**config.mk**
```make
export PLATFORM = sky130hd
export DESIGN_NAME = mp64_mem_ctrl_flat
export DESIGN_NICKNAME = d
export VERILOG_FILES = /design/src/rtl/mp64_mem_ctrl_pkg.sv /design/src/rtl/mp64_mem_ctrl_if.sv /design/src/rtl/mp64_lane_align.sv /design/src/rtl/mp64_mem_ctrl.sv /design/src/flat_wrapper.sv
export SDC_FILE = /design/constraint.sdc
export NUM_CORES = 1
export LEC_CHECK = 0
export BUFFER_PORTS_ARGS = -buffer_cell sky130_fd_sc_hd__buf_2
export CELL_PAD_IN_SITES_DETAIL_PLACEMENT = 0
export CELL_PAD_IN_SITES_GLOBAL_PLACEMENT = 1
export CORE_AREA = 2 2 241 243
export DETAILED_ROUTE_END_ITERATION = 8
export DIE_AREA = 0 0 243 245
export GPL_ROUTABILITY_DRIVEN = 0
export PLACE_DENSITY = 0.67
export SYNTH_ARGS = -nofsm -noshare
export SYNTH_HDL_FRONTEND = slang
export SYNTH_SLANG_ARGS = --single-unit
```
**constraint.sdc**
```tcl
create_clock -name clk -period 14.4 [get_ports clk]
set_clock_uncertainty 0.15 [all_clocks]
set_input_delay 2.88 -clock clk [delete_from_list [all_inputs] [get_ports clk]]
set_output_delay 2.88 -clock clk [all_outputs]
set_load 0.05 [all_outputs]
```
**src/rtl/mp64_mem_ctrl_pkg.sv**
```systemverilog
// Shared definitions for the mp64 memory-side sequencer: size codes, error
// data pattern, default geometry and lane helpers.
package mp64_mem_ctrl_pkg;

   localparam logic [1:0]  MEM_SZ_B = 2'd0;
   localparam logic [1:0]  MEM_SZ_H = 2'd1;
   localparam logic [1:0]  MEM_SZ_W = 2'd2;
   localparam logic [1:0]  MEM_SZ_D = 2'd3;

   localparam logic [63:0] MEM_ERR_DATA    = 64'hFFFF_FFFF_FFFF_FFFF;
   localparam int          MEM_BRAM_AW     = 14;
   localparam int          MEM_EXT_TIMEOUT = 255;

   typedef struct packed {
      logic [63:0] addr;
      logic [63:0] wdata;
      logic        wen;
      logic [1:0]  size;
   } mem_req_t;

   // Right-justified byte-enable pattern for an access of the given size.
   function automatic logic [7:0] size_mask(input logic [1:0] size);
      case (size)
         MEM_SZ_B: return 8'h01;
         MEM_SZ_H: return 8'h03;
         MEM_SZ_W: return 8'h0F;
         default:  return 8'hFF;
      endcase
   endfunction

   function automatic logic is_misaligned(input logic [2:0] lo, input logic [1:0] size);
      case (size)
         MEM_SZ_B: return 1'b0;
         MEM_SZ_H: return lo[0];
         MEM_SZ_W: return |lo[1:0];
         default:  return |lo;
      endcase
   endfunction

endpackage

```
**src/rtl/mp64_mem_ctrl_if.sv**
```systemverilog
// Request/acknowledge bus between the arbiter memory port and the sequencer.
interface mp64_mem_ctrl_if;
   logic        mem_req;
   logic [63:0] mem_addr;
   logic [63:0] mem_wdata;
   logic        mem_wen;
   logic [1:0]  mem_size;
   logic [63:0] mem_rdata;
   logic        mem_ack;

   modport master (
      output mem_req, mem_addr, mem_wdata, mem_wen, mem_size,
      input  mem_rdata, mem_ack
   );

   modport slave (
      input  mem_req, mem_addr, mem_wdata, mem_wen, mem_size,
      output mem_rdata, mem_ack
   );
endinterface

```
**src/rtl/mp64_lane_align.sv**
```systemverilog
// Combinational byte-lane alignment: write enables and data shift, plus read
// extraction with zero-extension to the access size.
module mp64_lane_align
   import mp64_mem_ctrl_pkg::*;
(
   input  logic [1:0]  size,
   input  logic [2:0]  offset,
   input  logic [63:0] wdata,
   input  logic [63:0] rdata_raw,
   output logic [7:0]  byte_en,
   output logic [63:0] wdata_lane,
   output logic [63:0] rdata_ext
);

   logic [7:0]  size_be;
   logic [63:0] rd_shifted;

   always_comb begin
      size_be    = size_mask(size);
      byte_en    = size_be << offset;
      wdata_lane = wdata << {offset, 3'b000};
      rd_shifted = rdata_raw >> {offset, 3'b000};
   end

   // Zero every byte above the access size after the lane has been brought down.
   generate
      for (genvar gi = 0; gi < 8; gi++) begin : g_rd_lane
         assign rdata_ext[8*gi +: 8] = rd_shifted[8*gi +: 8] & {8{size_be[gi]}};
      end
   endgenerate

endmodule

```
**src/rtl/mp64_mem_ctrl.sv**
```systemverilog
// Memory-side sequencer: routes one request at a time to the internal BRAM
// window or to the external port, with misalignment and timeout reporting.
module mp64_mem_ctrl
   import mp64_mem_ctrl_pkg::*;
#(
   parameter int BRAM_AW     = MEM_BRAM_AW,
   parameter int EXT_TIMEOUT = MEM_EXT_TIMEOUT
) (
   input  logic               clk,
   input  logic               rst,
   mp64_mem_ctrl_if.slave     mem,
   output logic               bram_en,
   output logic [7:0]         bram_we,
   output logic [BRAM_AW-1:0] bram_addr,
   output logic [63:0]        bram_wdata,
   input  logic [63:0]        bram_rdata,
   output logic               ext_req,
   output logic [63:0]        ext_addr,
   output logic [63:0]        ext_wdata,
   output logic               ext_wen,
   output logic [1:0]         ext_size,
   input  logic [63:0]        ext_rdata,
   input  logic               ext_ack,
   output logic               err_valid,
   output logic [63:0]        err_addr,
   output logic [15:0]        err_count
);

   typedef enum logic [2:0] {
      S_IDLE,
      S_BRAM_ACC,
      S_BRAM_RESP,
      S_EXT_WAIT,
      S_ERR_RESP
   } state_e;

   // The abort happens in the EXT_TIMEOUT-th wait cycle (counter starts at 0).
   localparam logic [15:0] TIMEOUT_LAST = 16'(EXT_TIMEOUT - 1);

   state_e      state_reg, state_next;
   mem_req_t    req_reg;
   logic [15:0] wait_cnt_reg;
   logic [63:0] rdata_reg;
   logic [63:0] err_addr_reg;
   logic [15:0] err_count_reg;

   logic        in_window;
   logic        misalign;
   logic        timeout_hit;
   logic        ack;
   logic        err_pulse;
   logic [63:0] resp_data;

   logic [2:0]  lane_offset;
   logic [63:0] lane_rdata_raw;
   logic [7:0]  lane_be;
   logic [63:0] lane_wdata;
   logic [63:0] lane_rdata;

   assign in_window   = (mem.mem_addr >> (BRAM_AW + 3)) == '0;
   assign misalign    = is_misaligned(mem.mem_addr[2:0], mem.mem_size);
   assign timeout_hit = (wait_cnt_reg == TIMEOUT_LAST);

   // External data is already right-justified, so it bypasses the lane shift.
   assign lane_offset    = (state_reg == S_EXT_WAIT) ? 3'd0 : req_reg.addr[2:0];
   assign lane_rdata_raw = (state_reg == S_EXT_WAIT) ? ext_rdata : bram_rdata;

   mp64_lane_align u_lane_align (
      .size      (req_reg.size),
      .offset    (lane_offset),
      .wdata     (req_reg.wdata),
      .rdata_raw (lane_rdata_raw),
      .byte_en   (lane_be),
      .wdata_lane(lane_wdata),
      .rdata_ext (lane_rdata)
   );

   always_ff @(posedge clk or posedge rst) begin
      if (rst) begin
         state_reg <= S_IDLE;
      end else begin
         state_reg <= state_next;
      end
   end

   always_comb begin
      state_next = state_reg;
      ack        = 1'b0;
      err_pulse  = 1'b0;
      resp_data  = rdata_reg;
      bram_en    = 1'b0;
      bram_we    = 8'h00;
      ext_req    = 1'b0;
      case (state_reg)
         S_IDLE: begin
            if (mem.mem_req) begin
               if (misalign) begin
                  state_next = S_ERR_RESP;
               end else if (in_window) begin
                  state_next = S_BRAM_ACC;
               end else begin
                  state_next = S_EXT_WAIT;
               end
            end
         end
         S_BRAM_ACC: begin
            bram_en    = 1'b1;
            bram_we    = req_reg.wen ? lane_be : 8'h00;
            state_next = S_BRAM_RESP;
         end
         S_BRAM_RESP: begin
            ack        = 1'b1;
            resp_data  = req_reg.wen ? 64'd0 : lane_rdata;
            state_next = S_IDLE;
         end
         S_EXT_WAIT: begin
            ext_req = 1'b1;
            if (ext_ack) begin
               ack        = 1'b1;
               resp_data  = req_reg.wen ? 64'd0 : lane_rdata;
               state_next = S_IDLE;
            end else if (timeout_hit) begin
               ack        = 1'b1;
               err_pulse  = 1'b1;
               resp_data  = MEM_ERR_DATA;
               state_next = S_IDLE;
            end
         end
         S_ERR_RESP: begin
            ack        = 1'b1;
            err_pulse  = 1'b1;
            resp_data  = MEM_ERR_DATA;
            state_next = S_IDLE;
         end
         default: state_next = S_IDLE;
      endcase
   end

   always_ff @(posedge clk or posedge rst) begin
      if (rst) begin
         req_reg       <= '0;
         wait_cnt_reg  <= 16'd0;
         rdata_reg     <= 64'd0;
         err_addr_reg  <= 64'd0;
         err_count_reg <= 16'd0;
      end else begin
         if (state_reg == S_IDLE && mem.mem_req) begin
            req_reg.addr  <= mem.mem_addr;
            req_reg.wdata <= mem.mem_wdata;
            req_reg.wen   <= mem.mem_wen;
            req_reg.size  <= mem.mem_size;
         end
         wait_cnt_reg <= (state_reg == S_EXT_WAIT) ? wait_cnt_reg + 16'd1 : 16'd0;
         if (ack) begin
            rdata_reg <= resp_data;
         end
         if (err_pulse) begin
            err_addr_reg <= req_reg.addr;
            if (err_count_reg != 16'hFFFF) begin
               err_count_reg <= err_count_reg + 16'd1;
            end
         end
      end
   end

   // Response data is presented in the ack cycle and then held until the next ack.
   assign mem.mem_ack   = ack;
   assign mem.mem_rdata = resp_data;

   assign bram_addr  = req_reg.addr[BRAM_AW+2:3];
   assign bram_wdata = lane_wdata;

   assign ext_addr  = req_reg.addr;
   assign ext_wdata = req_reg.wdata;
   assign ext_wen   = req_reg.wen;
   assign ext_size  = req_reg.size;

   assign err_valid = err_pulse;
   assign err_addr  = err_addr_reg;
   assign err_count = err_count_reg;

endmodule

```
**src/flat_wrapper.sv**
```systemverilog
// flat-port wrapper written by rule: the top's interface ports become plain ports
module mp64_mem_ctrl_flat import mp64_mem_ctrl_pkg::*;
#(
   parameter int BRAM_AW     = MEM_BRAM_AW,
   parameter int EXT_TIMEOUT = MEM_EXT_TIMEOUT
)
  (clk, rst, bram_en, bram_we, bram_addr, bram_wdata, bram_rdata, ext_req, ext_addr, ext_wdata, ext_wen, ext_size, ext_rdata, ext_ack, err_valid, err_addr, err_count, mem_mem_req, mem_mem_addr, mem_mem_wdata, mem_mem_wen, mem_mem_size, mem_mem_rdata, mem_mem_ack);
  mp64_mem_ctrl_if mem_i ();
  input  logic clk;
  input  logic rst;
  output logic bram_en;
  output logic [7:0] bram_we;
  output logic [BRAM_AW-1:0] bram_addr;
  output logic [63:0] bram_wdata;
  input  logic [63:0] bram_rdata;
  output logic ext_req;
  output logic [63:0] ext_addr;
  output logic [63:0] ext_wdata;
  output logic ext_wen;
  output logic [1:0] ext_size;
  input  logic [63:0] ext_rdata;
  input  logic ext_ack;
  output logic err_valid;
  output logic [63:0] err_addr;
  output logic [15:0] err_count;
  input wire logic [$bits(mem_i.mem_req)-1:0] mem_mem_req;
  input wire logic [$bits(mem_i.mem_addr)-1:0] mem_mem_addr;
  input wire logic [$bits(mem_i.mem_wdata)-1:0] mem_mem_wdata;
  input wire logic [$bits(mem_i.mem_wen)-1:0] mem_mem_wen;
  input wire logic [$bits(mem_i.mem_size)-1:0] mem_mem_size;
  output wire logic [$bits(mem_i.mem_rdata)-1:0] mem_mem_rdata;
  output wire logic [$bits(mem_i.mem_ack)-1:0] mem_mem_ack;
  assign mem_i.mem_req = mem_mem_req;
  assign mem_i.mem_addr = mem_mem_addr;
  assign mem_i.mem_wdata = mem_mem_wdata;
  assign mem_i.mem_wen = mem_mem_wen;
  assign mem_i.mem_size = mem_mem_size;
  assign mem_mem_rdata = mem_i.mem_rdata;
  assign mem_mem_ack = mem_i.mem_ack;
  mp64_mem_ctrl #(.BRAM_AW(BRAM_AW), .EXT_TIMEOUT(EXT_TIMEOUT)) u_core (.clk(clk), .rst(rst), .mem(mem_i), .bram_en(bram_en), .bram_we(bram_we), .bram_addr(bram_addr), .bram_wdata(bram_wdata), .bram_rdata(bram_rdata), .ext_req(ext_req), .ext_addr(ext_addr), .ext_wdata(ext_wdata), .ext_wen(ext_wen), .ext_size(ext_size), .ext_rdata(ext_rdata), .ext_ack(ext_ack), .err_valid(err_valid), .err_addr(err_addr), .err_count(err_count));
endmodule
```
==> results of run 1 <==
==> cells by family (layout without fill, tap and decap cells) <==
group / Yosys count / count (layout) / share of synthesized area (%)
AND/OR/NAND/NOR: 632 / 632 / 16.7
AO/OA/AOI/OAI: 508 / 508 / 19.9
flip-flops: 294 / 294 / 41.9
multiplexers: 216 / 216 / 15.0
buffers and inverters: 186 / 750 / 5.01
XOR/XNOR: 26 / 26 / 1.30
adder cells (fa/ha/maj): 3 / 3 / 0.214
other: 0 / 9 / 0
==> worst min-delay path, delay by kind of cell (launching register included) <==
kind,cells,cell delay [ps]
and+or+nand+nor,2,100
DFF,1,340
==> report_power, final <==
part,internal [mW],leakage [nW],total (mW),switching (mW)
registers,1.14,3.53,1.47,0.325
clock network,0.564,0.593,0.963,0.399
logic,0.972,6.37,3.89,2.91
==> per-stage QoR <==
stage	hold slack [ps]	utilization (%)	area [um2]	setup slack, ps	power, mW
5_1_grt	334	39.3	22400	5660	6.57
2_1_floorplan	297	-	17600	3250	4.22
3_5_place_dp	303	37.2	21200	5920	5.34
6_report	311	39.3	22400	5800	6.32
3_3_place_gp	296	37.2	21200	5940	5.31
4_1_cts	319	39.3	22400	5910	6.33
==> layout by cell type (no fill, tap or decap), drive strengths merged, types with 22 or more instances in the layout <==
cell type,count
nor3,44
dfrtp,294
nand2,305
clkbuf,56
buf,663
a22oi,22
mux2,154
a21oi,114
o21ai,92
mux2i,42
nor2,97
o21a,23
inv,22
and3,55
nand3,36
a211oi,50
==> cell type report <==
class	instances	area, um2
Tap cell	765	957
Fill cell	5945	34600
Inverter	21	86.3
Clock inverter	10	110
Sequential cell	294	7360
Antenna cell	9	22.5
Timing Repair Buffer	663	3420
Clock buffer	56	1100
Multi-Input combinational cell	1385	9360
==> final timing paths <==
path | from | end | slack [ps] | depth (start not counted)
setup / recovery | ext_ack | mem_mem_rdata[8] | 5800 | 8
hold / removal | u_core.err_addr[4] | u_core.err_addr[4] | 310 | 2
setup reg to reg | u_core.state_reg[1] | u_core.rdata_reg[58] | 9880 | 8
hold reg to reg | u_core.err_addr[4] | u_core.err_addr[4] | 310 | 2
max in group asynchronous | rst | u_core.ext_addr[0] | 10150 | 3
min in group asynchronous | rst | u_core.ext_addr[3] | 2390 | 2
==> layer usage <==
| metal | routed length [um] | GRT usage [%] |
|---|---|---|
| met1 | 33900 | 34.9 |
| met2 | 38500 | 42.3 |
| met3 | 7790 | 7.23 |
| met4 | 3910 | 12.6 |
| met5 | 81 | 0 |
==> qor.yml, run 1 <==
cells_and_area:
  nets: 2670
  layout.cells.non_filler: 3203
  area_growth_pct: 27.8
  layout-drive-gt1-share_pct: 37.9
clocking:
  cts_tree: "yes"
  ctsResizeCount: 0
  h-tree-depth: 2
  ctsHoldBuffers: 0
  post-cts-setup-buffers: 0
  cts_max_path_buffers: 3
  clock-sinks: 294
  cts_made_buffers: 39
  cts.reportedPaths.clkPinSlew_ps: 60
  clkLatencyLatePin_ps: 570
  root_buffer: "clkbuf_16"
job:
  drv_cap: 0
logic_synthesis:
  yosysMostFrequentCell: "nand2_1"
  yosys.area.top_type: "dfrtp_1"
  synth_nets: 2131
  avgSynthCellArea_um2: 9.41
  ys_top_cells_by_count: "nand2_1 (304), dfrtp_1 (294), mux2_2 (154), a21oi_1 (113), nor2_1 (94)"
  synth.distinct_cells: 91
  synth-async-reset-ratio_pct: 100
  synth_top_cell_area_share_pct: 41.9
  syn-instance-count: 1865
  syn-cell-area_um2: 17600
  synth-main-ff-cell: "dfrtp_1"
  synth_edf_count: 0
  synthTopCellsByArea: "dfrtp_1 (42%), mux2_2 (9.9%), nand2_1 (6.5%)"
  synth_warnings: 0
  yosysSeqAreaShare_pct: 41.9
  synth-seq-cells: 294
setup_path:
  critPathLaunchType: "input pin"
  crit_chain: "buf_2 -> inv_1 -> nand2_1 -> o21ai_2 -> inv_2 -> a311oi_1 -> nor3_1 -> buf_2"
  critPathBufInv: 4
  worst_setup_path_end_kind: "primary output"
  worst_ep_required_time_ps: 11370
  cp_max_fo: 21
  crit_family: "buffers and inverters"
  worstSetupPathType: "input pin to primary output"
  crit_top_cell: "buf_2"
  critPathSlowestCell: "inv_1"
  critPathMaxStageDelay_ps: 650
  crit_arrival_ps: 5570
die:
  dieHeight_um: 245
  start_util_pct: 30.8
  row_count: 88
  num_io_pins: 628
  fp.dieW_um: 243
  core_area_um2: 57000
  fp.dieArea_um2: 59500
min_path:
  hold_class: "flip-flop to flip-flop"
sta:
  worstMarginPinSlew_ps: 1140
  fin_crit_sh_pct: 59.7
  timing.slew.headroom_pct: 23.6
  finalHoldViolCount: 0
  fmax_mhz: 116
  setup_viol: 0
  fin_crit_ps: 8600
  rsz0062_at_grt: "no"
  setup-tns-final_ps: 0
  slew_violations: 0
drt:
  ant_nets: 0
  drc: 0
  wl_um: 84200
  num_vias: 18056
  first_iter_violations: 1815
  via_per_inst: 5.64
  routedWlPerCell_um: 26.3
  first_pass_iters: 6
placed_design:
  dp_cells: 3128
  portBuffers: 627
  hpwlAfterDp_um: 61100
global_route:
  grt_max_degree: 140
  grt_pass1_vias: 17488
  grt_first_pass_wirelength_um: 121000
  antenna_found_initial: 13
  track_usage_pct: 27.1
  grt.overflow.total: 0
pwr:
  leakagePower_nw: 10.5
  power_density_nw_per_um2: 282
  peakVddDrop_mv: 0.129
run_status:
  status: "finished clean"
Note: power is estimated with default switching activity, not from simulation.
==> run 2: changes to the inputs <==
==> constraint.sdc (replaced) <==
create_clock -name clk -period 8.1 [get_ports clk]
set_clock_uncertainty 0.15 [all_clocks]
set_input_delay 1.62 -clock clk [delete_from_list [all_inputs] [get_ports clk]]
set_output_delay 1.62 -clock clk [all_outputs]
set_load 0.05 [all_outputs]
==> run 2 against run 1 <==
Compared with the run above:
- highest routed layer unchanged
- total power is 76% higher
- sequential cell count unchanged
- first-iteration DRC count rose by 4.8%
- design area down 0.39%
- critical endpoint is now bram_wdata[39]
- clock power rose by 62%
- combinational power grew 77%
- sequential power rose by 82%
- largest cell class unchanged
- via count grew 1.1%
==> qor.yml, run 2 (synthesized netlist as in run 1, its figures left out) <==
run_status:
  status: "finished clean"
placed_design:
  hpwlAfterDp_um: 62300
  portBuffers: 627
  dp_cells: 3133
die:
  fp.dieArea_um2: 59500
  row_count: 88
  core_area_um2: 57000
  dieHeight_um: 245
  fp.dieW_um: 243
  num_io_pins: 628
  start_util_pct: 30.8
clocking:
  ctsHoldBuffers: 0
  h-tree-depth: 2
  cts_made_buffers: 37
  clkLatencyLatePin_ps: 550
  cts_tree: "yes"
  post-cts-setup-buffers: 0
  ctsResizeCount: 0
  cts.reportedPaths.clkPinSlew_ps: 60
  cts_max_path_buffers: 3
  clock-sinks: 294
  root_buffer: "clkbuf_16"
drt:
  via_per_inst: 5.71
  ant_nets: 0
  routedWlPerCell_um: 26.6
  first_pass_iters: 6
  wl_um: 84900
  drc: 0
  first_iter_violations: 1902
  num_vias: 18256
setup_path:
  r2r-start: "u_core.state_reg[2]"
  critPathMaxStageDelay_ps: 770
  crit_chain: "nand3b_4 -> buf_4 -> buf_4 -> nand2_1 -> nor2_1 -> a22oi_1 -> o22ai_1 -> buf_2"
  crit_family: "buffers and inverters"
  cp.depth: 8
  endpoint: "bram_wdata[39]"
  worstSetupPathType: "flip-flop to primary output"
  r2r_slack_ps: 3670
  worst_setup_path_end_kind: "primary output"
  startpoint: "u_core.state_reg[2]"
  worst_ep_required_time_ps: 6330
  critPathBufInv: 3
  crit_top_cell: "buf_4"
  worstReg2RegEnd: "u_core.err_count[12]"
  r2r_cells: 8
  crit_arrival_ps: 4550
  critPathLaunchType: "flip-flop"
  cp_max_fo: 73
  critPathSlowestCell: "dfrtp_1"
global_route:
  grt_pass1_vias: 17951
  grt.overflow.total: 0
  grt_max_degree: 162
  grt_first_pass_wirelength_um: 123000
  antenna_found_initial: 11
  track_usage_pct: 27.5
pwr:
  peakVddDrop_mv: 0.295
  leakagePower_nw: 10.4
  clkPwrFrac_pct: 14.0
  p_switching_mw: 6.47
  power_density_nw_per_um2: 498
  p_int_mw: 4.65
  swShare_pct: 58.2
  pwr-share-seq_pct: 24.1
  pwr-share-comb_pct: 61.9
sta:
  fin_crit_sh_pct: 78.0
  holdWs_ps: 309
  finalHoldViolCount: 0
  setup_viol: 0
  setup-tns-final_ps: 0
  timing.slew.headroom_pct: 7.48
  slew_violations: 0
  rsz0062_at_grt: "no"
  fin_crit_ps: 6320
  fmax_mhz: 158
  worstMarginPinSlew_ps: 1380
cells_and_area:
  area_growth_pct: 27.3
  final_common_cell: "buf_2"
  layout-drive-gt1-share_pct: 37.9
  layout.cells.non_filler: 3197
  layout_common_cells: "buf_2 (627), nand2_1 (303), dfrtp_1 (292), mux2_2 (154), a21oi_1 (111)"
  nets: 2673
job:
  drv_cap: 0
min_path:
  hold_start: "u_core.err_addr[6]"
  hold_class: "flip-flop to flip-flop"
==> run 2: metrics by stage <==
step | setup WS [ps] | cell area [um2] | utilization [%] | power (mW)
2_1_floorplan | 1550 | 17600 | - | 7.51
3_3_place_gp | 2360 | 21200 | 37.2 | 9.47
3_5_place_dp | 2370 | 21200 | 37.2 | 9.52
4_1_cts | 1860 | 22300 | 39.1 | 11.1
5_1_grt | 1590 | 22300 | 39.1 | 11.6
6_report | 1780 | 22300 | 39.2 | 11.1
==> run 2: worst register-to-register path, stage by stage (launching register included) <==
cell      delay [ps]
dfrtp_1          770
nand3b_4         370
buf_4            500
buf_4            740
nor2_1           310
a21oi_4          290
buf_4            690
nor4_1           190
mux2_2           310
==> run 2: routing by layer <==
metal  global-route usage (%)  share of wire, %
met1                     36.0                40
met2                     43.6                46
met3                     5.83               8.8
met4                     12.3               4.8
met5                        0             0.080
==> run 2: worst min-delay path by stage <==
| stage | endpoint | slack [ps] | cells past startpoint |
|---|---|---|---|
| floorplan | u_core.wait_cnt_reg[0] | 300 | 1 |
| global placement | u_core.err_addr[35] | 300 | 2 |
| detailed placement | u_core.err_addr[6] | 300 | 2 |
| CTS | u_core.err_addr[6] | 310 | 2 |
| global route | u_core.err_addr[6] | 330 | 2 |
| finish | u_core.err_addr[6] | 310 | 2 |
==> run 2: power groups by stage <==
stage | clock (mW) | sequential (mW) | combinational, mW
after floorplan | 0 | 3.80 | 3.71
after global placement | 0 | 2.65 | 6.83
after detailed placement | 0 | 2.67 | 6.85
after CTS | 1.60 | 2.66 | 6.86
after global routing | 1.65 | 2.75 | 7.17
final | 1.56 | 2.68 | 6.88
==> run 2: layout make-up <==
type | instances | area [um2]
Clock inverter | 5 | 41.3
Clock buffer | 50 | 1030
Sequential cell | 294 | 7360
Timing Repair Buffer | 668 | 3470
Antenna cell | 9 | 22.5
Tap cell | 765 | 957
Fill cell | 5915 | 34700
Multi-Input combinational cell | 1385 | 9360
Inverter | 21 | 82.6
==> run 3: changes to the inputs <==
--- a/config.mk
+++ b/config.mk
@@ -8,11 +8,11 @@
 export BUFFER_PORTS_ARGS = -buffer_cell sky130_fd_sc_hd__buf_2
 export CELL_PAD_IN_SITES_DETAIL_PLACEMENT = 0
 export CELL_PAD_IN_SITES_GLOBAL_PLACEMENT = 1
-export CORE_AREA = 2 2 241 243
+export CORE_AREA = 2 2 245 247
 export DETAILED_ROUTE_END_ITERATION = 8
-export DIE_AREA = 0 0 243 245
+export DIE_AREA = 0 0 247 249
 export GPL_ROUTABILITY_DRIVEN = 0
-export PLACE_DENSITY = 0.67
+export PLACE_DENSITY = 0.68
 export SYNTH_ARGS = -nofsm -noshare
 export SYNTH_HDL_FRONTEND = slang
 export SYNTH_SLANG_ARGS = --single-unit
==> constraint.sdc (replaced) <==
create_clock -name clk -period 5.55 [get_ports clk]
set_clock_uncertainty 0.15 [all_clocks]
set_input_delay 1.11 -clock clk [delete_from_list [all_inputs] [get_ports clk]]
set_output_delay 1.11 -clock clk [all_outputs]
set_load 0.05 [all_outputs]
==> run 3 against run 2 <==
Compared with the run above:
- final cell count rose by 0.97%
- sequential power is 45% higher
- combinational power rose by 48%
- die area is 3.3% higher
- critical endpoint is now mem_mem_rdata[34]
- total power grew 49%
- critical path depth shrank 2
==> qor.yml, run 3 (synthesized netlist as in run 1, its figures left out) <==
setup_path:
  r2r_slack_ps: 2100
  r2r_cells: 5
  worst_ep_required_time_ps: 4290
  startpoint: "u_core.ext_size[1]"
  r2r-start: "u_core.ext_size[1]"
  worstReg2RegEnd: "u_core.rdata_reg[34]"
  worst_setup_path_end_kind: "primary output"
  endpoint: "mem_mem_rdata[34]"
  critPathLaunchType: "flip-flop"
  worstSetupPathType: "flip-flop to primary output"
  crit_arrival_ps: 4040
  cp_max_fo: 16
clocking:
  clkLatencyLatePin_ps: 550
  cts_tree: "yes"
  root_buffer: "clkbuf_16"
  post-cts-setup-buffers: 0
  clock-sinks: 294
  h-tree-depth: 2
  ctsHoldBuffers: 0
  ctsResizeCount: 0
  cts_max_path_buffers: 3
  cts_made_buffers: 37
  cts.reportedPaths.clkPinSlew_ps: 70
sta:
  setup-tns-final_ps: 0
  fmax_mhz: 189
  fin_crit_sh_pct: 95.6
  slew_violations: 0
  fin_crit_ps: 5300
  worstMarginPinSlew_ps: 1330
  timing.slew.headroom_pct: 10.4
  finalHoldViolCount: 0
  setup_viol: 0
  rsz0062_at_grt: "no"
drt:
  wl_um: 86600
  via_per_inst: 5.72
  top_layer_used: "met5"
  first_iter_violations: 2024
  met3RoutedLength_um: 9050
  first_pass_iters: 6
  ant_nets: 0
  num_vias: 18466
  routedWlPerCell_um: 26.8
  met1Wirelength_um: 34200
  drc: 0
  route.met2.wl_um: 39600
run_status:
  status: "finished clean"
global_route:
  grt_first_pass_wirelength_um: 125000
  grt_pass1_vias: 18022
  antenna_found_initial: 15
  track_usage_pct: 27.1
  grt.overflow.total: 0
  grt_max_degree: 170
cells_and_area:
  fin_area_um2: 22700
  num-fill-cells: 5968
  final_common_cell: "buf_2"
  area_growth_pct: 29.6
  layout_common_cells: "buf_2 (615), nand2_1 (303), dfrtp_1 (292), mux2_2 (154), a21oi_1 (112)"
  final_util_pct: 38.7
  nets: 2688
  layout-drive-gt1-share_pct: 38.4
die:
  dieHeight_um: 249
  core_area_um2: 58700
  num_io_pins: 628
  row_count: 89
  fp.dieArea_um2: 61500
  fp.dieW_um: 247
  start_util_pct: 29.9
placed_design:
  place_area_um2: 21500
  hpwlAfterDp_um: 64400
  portBuffers: 627
job:
  drv_cap: 0
min_path:
  min_delay_path_depth: 2
  hold_class: "flip-flop to flip-flop"
pwr:
  leakagePower_nw: 10.6
  peakVddDrop_mv: 0.394
  power_density_nw_per_um2: 727
==> run 3: changes by cell type in the layout (fill, tap and decap cells not counted), moves of 2 or more <==
cell	previous run	this run
bufinv_16	0	2
buf_12	2	15
buf_2	627	615
clkinv_2	0	4
clkbuf_1	7	9
buf_4	39	53
==> run 3: cell type report <==
cell class	count	area, um2	share of cell area, %
sequential	294	7360	32.4
multi-input combinational	1385	9360	41.1
clock inverter	12	129	0.567
inverter	21	82.6	0.363
timing repair buffer	683	3780	16.6
clock buffer	52	1040	4.58
tap	773	967	4.25
antenna	8	20.0	0.0880
==> run 3: metal layers <==
| metal | track usage, % | vias to the layer above |
|---|---|---|
| met1 | 35.1 | 9139 |
| met2 | 42.9 | 1095 |
| met5 | 0 | - |
| met3 | 7.25 | 209 |
| met4 | 10.5 | 16 |
| li1 | - | 8007 |
==> run 3: per-stage QoR <==
step,instances,hold slack (ps),worst slack [ps],total power [mW]
final,3228,314,245,16.5
after global routing,3225,341,222,17.2
after CTS,3220,317,393,16.5
after detailed placement,3156,304,1010,14.1
after global placement,3156,296,953,14.0
after floorplan,1865,297,164,11.0
==> run 3: worst max-delay path, cell delays in order, from the launching register on <==
cell and delay [ps]:
dfrtp_1 860, nand3b_1 490, nor3_1 1140, a21oi_1 290, a21oi_1 310, o21a_1 140, buf_2 250
==> run 3: worst min path at each step <==
stage                                        end  slack [ps]                   start
final                        u_core.err_addr[59]         310     u_core.err_addr[59]
after global routing         u_core.err_addr[23]         340     u_core.err_addr[23]
after CTS                    u_core.err_addr[18]         320     u_core.err_addr[18]
after detailed placement     u_core.err_addr[62]         300     u_core.err_addr[62]
after global placement       u_core.err_addr[17]         300     u_core.err_addr[17]
after floorplan           u_core.wait_cnt_reg[0]         300  u_core.wait_cnt_reg[0]
==> run 3: where the power goes <==
group          internal, mW  total, mW  switching [mW]
sequential             2.96       3.89           0.934
combinational          2.67       10.2            7.55
clock                  1.40       2.41            1.01
